**config.mk**
```make
export PLATFORM = sky130hd
export DESIGN_NAME = serial_result_register_86_flat
export DESIGN_NICKNAME = d
export VERILOG_FILES = /design/src/rtl/serial_result_register_86_if.sv /design/src/rtl/serial_result_register_86.sv /design/src/flat_wrapper.sv
export SDC_FILE = /design/constraint.sdc
export NUM_CORES = 1
export LEC_CHECK = 0
export ABC_AREA = 1
export CORE_ASPECT_RATIO = 0.7
export CORE_MARGIN = 2
export CORE_UTILIZATION = 50
export CTS_CLUSTER_DIAMETER = 120
export DETAILED_ROUTE_END_ITERATION = 10
export DONT_BUFFER_PORTS = 1
export SYNTH_ARGS = -nofsm -noshare
export SYNTH_HDL_FRONTEND = slang
export SYNTH_SLANG_ARGS = --single-unit
```
**constraint.sdc**
```tcl
create_clock -name clk -period 8.68 [get_ports clk]
set_input_delay 0 -clock clk [delete_from_list [all_inputs] [get_ports clk]]
set_output_delay 0 -clock clk [all_outputs]
set_load 0.01 [all_outputs]
```
**src/rtl/serial_result_register_86_if.sv**
```systemverilog
// serial_result_register_86_if: adder-side serial streams and host load/snapshot handshake
interface serial_result_register_86_if #(parameter int DIGITS = 14) ();
  localparam int W = 4 * DIGITS;
  logic         sum1;
  logic         sum2;
  logic         use_sum2;
  logic         ws;
  logic         first_bit;
  logic         t1;
  logic         t2;
  logic         t3;
  logic         t4;
  logic         load_req;
  logic [W-1:0] load_data;
  logic         snap_req;
  logic         ser_out;
  logic [W-1:0] word_out;
  logic         load_ack;
  logic         snap_ack;
  modport master (
    output sum1, sum2, use_sum2, ws, first_bit, t1, t2, t3, t4, load_req, load_data, snap_req,
    input  ser_out, word_out, load_ack, snap_ack
  );
  modport slave (
    input  sum1, sum2, use_sum2, ws, first_bit, t1, t2, t3, t4, load_req, load_data, snap_req,
    output ser_out, word_out, load_ack, snap_ack
  );
endinterface

```
**src/rtl/serial_result_register_86.sv**
```systemverilog
// serial_result_register_86: circulating bit-serial result register with BCD correction and word-aligned load/snapshot
module serial_result_register_86 #(parameter int DIGITS = 14) (
  input logic clk,
  input logic rst,
  serial_result_register_86_if.slave sr_if
);
  localparam int W = 4 * DIGITS;
  logic [3:0]   h_q, h_d, k_q, k_d;
  logic [W-5:0] l_q, l_d;
  logic [W-1:0] word_q, word_d;
  logic         load_pend_q, load_pend_d, snap_pend_q, snap_pend_d;
  logic         load_word_q, load_word_d, load_ack_q, snap_ack_q;
  logic         svc_load, svc_snap, wr_en, corr, d;
  always_comb begin
    svc_load    = sr_if.first_bit & (load_pend_q | sr_if.load_req);
    svc_snap    = sr_if.first_bit & (snap_pend_q | sr_if.snap_req);
    wr_en       = sr_if.ws & ~load_word_q;
    corr        = sr_if.t4 & ~(sr_if.t1 | sr_if.t2 | sr_if.t3) & sr_if.use_sum2 & wr_en;
    d           = wr_en ? sr_if.sum1 : l_q[0];
    k_d         = {sr_if.sum2, k_q[3:1]};
    // a correction replaces the whole digit just assembled in the holding nibble
    {h_d, l_d}  = svc_load ? {sr_if.load_data[0], sr_if.load_data[W-1:1]}
                           : {(corr ? k_d : {d, h_q[3:1]}), h_q[0], l_q[W-5:1]};
    word_d      = svc_snap ? {h_q, l_q} : word_q;
    load_pend_d = ~sr_if.first_bit & (load_pend_q | sr_if.load_req);
    snap_pend_d = ~sr_if.first_bit & (snap_pend_q | sr_if.snap_req);
    load_word_d = svc_load | (load_word_q & ~sr_if.first_bit);
  end
  always_ff @(posedge clk or posedge rst)
    if (rst) begin
      h_q         <= '0;
      l_q         <= '0;
      k_q         <= '0;
      word_q      <= '0;
      load_pend_q <= 1'b0;
      snap_pend_q <= 1'b0;
      load_word_q <= 1'b0;
      load_ack_q  <= 1'b0;
      snap_ack_q  <= 1'b0;
    end else begin
      h_q         <= h_d;
      l_q         <= l_d;
      k_q         <= k_d;
      word_q      <= word_d;
      load_pend_q <= load_pend_d;
      snap_pend_q <= snap_pend_d;
      load_word_q <= load_word_d;
      load_ack_q  <= svc_load;
      snap_ack_q  <= svc_snap;
    end
  assign sr_if.ser_out  = svc_load ? sr_if.load_data[0] : l_q[0];
  assign sr_if.word_out = word_q;
  assign sr_if.load_ack = load_ack_q;
  assign sr_if.snap_ack = snap_ack_q;
endmodule

```
**src/flat_wrapper.sv**
```systemverilog
// flat-port wrapper written by rule: the top's interface ports become plain ports
module serial_result_register_86_flat 
#(parameter int DIGITS = 14)
  (clk, rst, sr_if_sum1, sr_if_sum2, sr_if_use_sum2, sr_if_ws, sr_if_first_bit, sr_if_t1, sr_if_t2, sr_if_t3, sr_if_t4, sr_if_load_req, sr_if_load_data, sr_if_snap_req, sr_if_ser_out, sr_if_word_out, sr_if_load_ack, sr_if_snap_ack);
  serial_result_register_86_if #(.DIGITS(DIGITS)) sr_if_i ();
  input logic clk;
  input logic rst;
  input wire logic [$bits(sr_if_i.sum1)-1:0] sr_if_sum1;
  input wire logic [$bits(sr_if_i.sum2)-1:0] sr_if_sum2;
  input wire logic [$bits(sr_if_i.use_sum2)-1:0] sr_if_use_sum2;
  input wire logic [$bits(sr_if_i.ws)-1:0] sr_if_ws;
  input wire logic [$bits(sr_if_i.first_bit)-1:0] sr_if_first_bit;
  input wire logic [$bits(sr_if_i.t1)-1:0] sr_if_t1;
  input wire logic [$bits(sr_if_i.t2)-1:0] sr_if_t2;
  input wire logic [$bits(sr_if_i.t3)-1:0] sr_if_t3;
  input wire logic [$bits(sr_if_i.t4)-1:0] sr_if_t4;
  input wire logic [$bits(sr_if_i.load_req)-1:0] sr_if_load_req;
  input wire logic [$bits(sr_if_i.load_data)-1:0] sr_if_load_data;
  input wire logic [$bits(sr_if_i.snap_req)-1:0] sr_if_snap_req;
  output wire logic [$bits(sr_if_i.ser_out)-1:0] sr_if_ser_out;
  output wire logic [$bits(sr_if_i.word_out)-1:0] sr_if_word_out;
  output wire logic [$bits(sr_if_i.load_ack)-1:0] sr_if_load_ack;
  output wire logic [$bits(sr_if_i.snap_ack)-1:0] sr_if_snap_ack;
  assign sr_if_i.sum1 = sr_if_sum1;
  assign sr_if_i.sum2 = sr_if_sum2;
  assign sr_if_i.use_sum2 = sr_if_use_sum2;
  assign sr_if_i.ws = sr_if_ws;
  assign sr_if_i.first_bit = sr_if_first_bit;
  assign sr_if_i.t1 = sr_if_t1;
  assign sr_if_i.t2 = sr_if_t2;
  assign sr_if_i.t3 = sr_if_t3;
  assign sr_if_i.t4 = sr_if_t4;
  assign sr_if_i.load_req = sr_if_load_req;
  assign sr_if_i.load_data = sr_if_load_data;
  assign sr_if_i.snap_req = sr_if_snap_req;
  assign sr_if_ser_out = sr_if_i.ser_out;
  assign sr_if_word_out = sr_if_i.word_out;
  assign sr_if_load_ack = sr_if_i.load_ack;
  assign sr_if_snap_ack = sr_if_i.snap_ack;
  serial_result_register_86 #(.DIGITS(DIGITS)) u_core (.clk(clk), .rst(rst), .sr_if(sr_if_i));
endmodule
```
After elaboration in Yosys (flattened, before gate mapping)
Cells that the tools add are included.
{ "totals": {"reg_bits": 121, "input_bits": 69} }
{ "op_classes": {"bitwise_logic": 17, "n_mux": 4} }
{ "op_table": {"columns": ["op", "count"], "rows": [
  ["$mux 56", 1],
  ["$and 1x1->1", 9],
  ["$or 1x1->1", 5],
  ["$mux 4", 1],
  ["$not 1->1", 3],
  ["$mux 1", 2]
]} }

Longest topological paths before layout
{ "logic_depth": {"depth_word": 8, "mapped_depth": 7, "mapped_depth_nobuf": 7} }

Worst setup path after synthesis
No wires, ideal clock.
{ "synth_timing": {"path_kind": "reg2reg", "start": "register u_core.load_pend_q", "end": "register u_core.l_q[19]", "stages_incl_launch_ff": 6, "t_required_ns": 8.563, "arrival_time_ns": 0.976, "path_slack_ns": 7.586, "setup_ns": 0.117, "path_buffers": 1, "cell_sequence": "dfrtp_1 > o21ai_4 > inv_6 > buf_4 > nand2_1 > o21ai_2"} }
{ "synth_via": {"elab_chain_cells": 3} }
{ "synth_rtl": {"columns": ["element", "line_no", "rtl"], "rows": [
  ["start: declaration", "serial_result_register_86.sv:11", "logic load_pend_q, load_pend_d, snap_pend_q, snap_pend_d;"],
  ["start signal: assignment", "serial_result_register_86.sv:45", "load_pend_q <= load_pend_d;"],
  ["$or 1x1->1", "serial_result_register_86.sv:15", "svc_load = sr_if.first_bit & (load_pend_q | sr_if.load_req);"],
  ["$and 1x1->1", "serial_result_register_86.sv:15", null],
  ["$mux 56", "serial_result_register_86.sv:22", "{h_d, l_d} = svc_load ? {sr_if.load_data[0], sr_if.load_data[W-1:1]}"],
  ["net u_core.l_d[19]", "serial_result_register_86.sv:9", "logic [W-5:0] l_q, l_d;"],
  ["end signal: assignment", "serial_result_register_86.sv:42", "l_q <= l_d;"],
  ["end: declaration", "serial_result_register_86.sv:9", null]
]} }
The timed path passes the listed nets, and every way through them passes these cells.
A chain may end at the register's enable or synchronous reset.

Worst setup path in the final report
{ "layout_timing": {"start": "register u_core.load_pend_q", "end": "register u_core.h_q[3]"} }
{ "layout_via": {"elab_chain_cells": 3} }
{ "layout_rtl": {"columns": ["element", "line_no", "rtl"], "rows": [
  ["$or 1x1->1", "serial_result_register_86.sv:15", null],
  ["$and 1x1->1", "serial_result_register_86.sv:15", null],
  ["$mux 56", "serial_result_register_86.sv:22", null],
  ["net u_core.h_d[3]", "serial_result_register_86.sv:8", "logic [3:0] h_q, h_d, k_q, k_d;"],
  ["end signal: assignment", "serial_result_register_86.sv:31", "h_q <= '0;"],
  ["end signal: assignment", "serial_result_register_86.sv:41", "h_q <= h_d;"],
  ["end: declaration", "serial_result_register_86.sv:8", null]
]} }
The timed path passes the listed nets, and every way through them passes these cells.

==> metrics.txt <==
Int Power=0.001156 W; outcome=finished clean; synth cell count leaders=166 x nand2_1, 120 x dfrtp_1, 55 x inv_1; # IOs=128; syn avg cell area=10.07 µm²; total grt overflow=0; DRT Wirelength=9411 µm; DRC viols=0; post-synthesis sequential area ratio=63.17%; Critical Path, Cell by Cell=o21ai_4 > inv_6 > nand2_1 > nand2_1 > dlygate4sd3_1; WL per Instance=13.98 µm; Placed Cells incl. Taps=575; crit path max fanout=100; Sequential Power Share=45.7%; clock sinks=120; Die X=120.5 µm; Post-synth EDFFs=0; footprint of the multi-input gates=1315 µm²; CP max stage cell=dlygate4sd3_1; Nets=605; post-CTS setup buffer count=0; final antenna-violating net count=0; synth top area cells=dfrtp_1 63%, nand2_1 13%, o21ai_2 7.0%; sw power=0.0004049 W; Vias=3227; chip height=85.58 µm; number of buffers created by CTS=17; count of different cell masters after synthesis=15; combinational power share=10.9%; Net Sw Frac=25.94%; final count of hold timing violations=0; vias per cell=4.795; total track usage=19.83%; Std-Cell Rows=29; dominant synthesized flop cell=dfrtp_1; ratio of cells with drive above 1 in the final layout=13.30%; Clk pin slew, worst setup/hold paths=0.05 ns; Post-Layout Cell Count=673; n_diodes=0; Worst Setup End Kind=register; H-tree Lvls=4; Final Cycle Share=25.97%; Reg area=3003 µm²; crit start category=register; #FFs+latches synth=120; clock share of power=43.3%; Tmin final=2.255 ns; Power Dens Cells=262.7 nW/µm²; HPWL Detailed=5375 µm; GP Congestion=0.7327; DRT Pass-1 Iters=4; CP Data Required Time=8.95 ns; clk buf depth=2; Max Clock Skew=0.005574 ns; Final setup viols=0; CP delay by family, top=buffers and inverters; antenna violations before repair=0; syn_nets=541; buffer and inverter count on the worst path=2; setup repair after global routing missed its margin=no; largest net degree at the start of global routing=104; clock latency on the worst-skew pair=0.40 ns; max incr delay on CP=0.58 ns; post-synth top area cell=dfrtp_1; # Max-Cap Violations=0; Root Buffer=clkbuf_16; Syn Std Cell Area=4753 µm²; final setup TNS=0 ns; Detailed Route Iter0 Violations=201; Lkg Pwr=2.909 nW; CP Class=register to register; HP Class=primary input to async pin; Worst Tran Pin Value=1.181 ns; CTS tree=yes; Layout fillers=742; Slew Viols, Final=0; Relative slew margins=21.29%; post-synth top area share=63.17%; asr flop ratio synth=100.0%; first-pass GRT wire length=15870 µm; count leader, synth=nand2_1; Worst Path Arrival=2.53 ns; area growth from synthesis to layout=24.98%; post-cts hold buffer count=66; Core Area=9144 µm²; Synth Warn #=0; Initial Util=51.98%; Syn Inst Count=472; peak supply drop=161.9 µV; fmax=443.6 MHz; DIE AREA=10310 µm²; CP dominant cell by count=nand2_1; vias in the first global route=3241; post_cts resized=0; PortBufs=0
-- cell families after synthesis --
| group | after synthesis | synth area share [%] |
|---|---|---|
| AND/OR/NAND/NOR | 181 | 14.58 |
| AO/OA/AOI/OAI | 92 | 12.92 |
| flip-flops | 120 | 63.17 |
| buffers and inverters | 79 | 9.318 |
-- cell usage in the layout, fill, tap and decap left out --
cell	netlist	final
clkbuf_1	2	2
inv_4	0	1
o21ai_2	38	37
dlygate4sd3_1	0	66
dfrtp_1	120	120
buf_4	1	2
o21ai_1	52	52
bufinv_16	0	2
nand3b_1	1	1
o21ai_0	1	1
clkbuf_8	0	3
inv_6	1	1
nand3_1	8	8
o21ai_4	1	2
inv_1	55	54
clkbuf_16	0	17
nand2_1	166	166
clkinv_2	0	8
nor2_1	6	6
-- metal layers --
layer	GRT usage (%)	share of wire, %	vias up
met3	7.846	7.6	16
met4	7.928	1.7	0
met5	0	0	-
met2	29.38	44	98
li1	-	-	1602
met1	26.44	46	1511
-- through the flow --
stage	utilization [%]	setup WS (ns)	hold WS (ns)	power, W	cell area (µm²)
after floorplan	-	5.494	0.03143	0.0008398	4753
after global placement	51.46	6.526	-0.009282	0.0008633	4706
after detailed placement	51.46	6.476	-0.007134	0.0008689	4706
after CTS	64.97	6.448	0.1742	0.001579	5941
after global routing	64.97	6.254	0.1962	0.001635	5941
final	64.97	6.425	0.1611	0.001561	5941
-- cell type report --
type	count	area share (%)
well taps	124	2.612
flip-flops and latches	120	50.55
clock buffers	22	7.982
repair buffers	68	11.37
inverters	56	3.665
clock inverters	10	1.685
multi-input cells	273	22.14
-- power by group through the flow --
stage | Combinational, W | Sequential (W) | Clock, W
floorplan | 0.000133 | 0.000707 | 0
global placement | 0.000140 | 0.000723 | 0
detailed placement | 0.000145 | 0.000724 | 0
CTS | 0.000173 | 0.000715 | 0.000691
global route | 0.000198 | 0.000725 | 0.000713
finish | 0.000171 | 0.000714 | 0.000676
-- path summary, 6_finish.rpt --
kind                                        endpoint  slack [ns]  cells past startpoint                from
max                                    u_core.h_q[3]        6.43                      5  u_core.load_pend_q
min                        u_core.sr_if.word_out[16]        0.16                      2                 rst
max reg2reg                            u_core.h_q[3]        6.43                      5  u_core.load_pend_q
min reg2reg                            u_core.k_q[2]        0.38                      0       u_core.k_q[3]
max in group asynchronous             u_core.l_q[43]        7.21                      3                 rst
min in group clk                       u_core.k_q[3]        0.20                      1          sr_if_sum2
-- sequential cells by signal (all words and copies together), names as in the netlist, named ones only --
register	flops
u_core.h_q	4
u_core.k_q	3
u_core.l_q	52
u_core.load_pend_q	1
u_core.snap_pend_q	1
u_core.sr_if.load_ack	1
u_core.sr_if.snap_ack	1
u_core.sr_if.word_out	56
-- worst register-to-register path: stages, from the launching register on --
cell	delay (ns)
dfrtp_1	0.40
o21ai_4	0.46
inv_6	0.38
nand2_1	0.21
nand2_1	0.09
dlygate4sd3_1	0.58
Note: power is estimated with default switching activity, not from simulation.
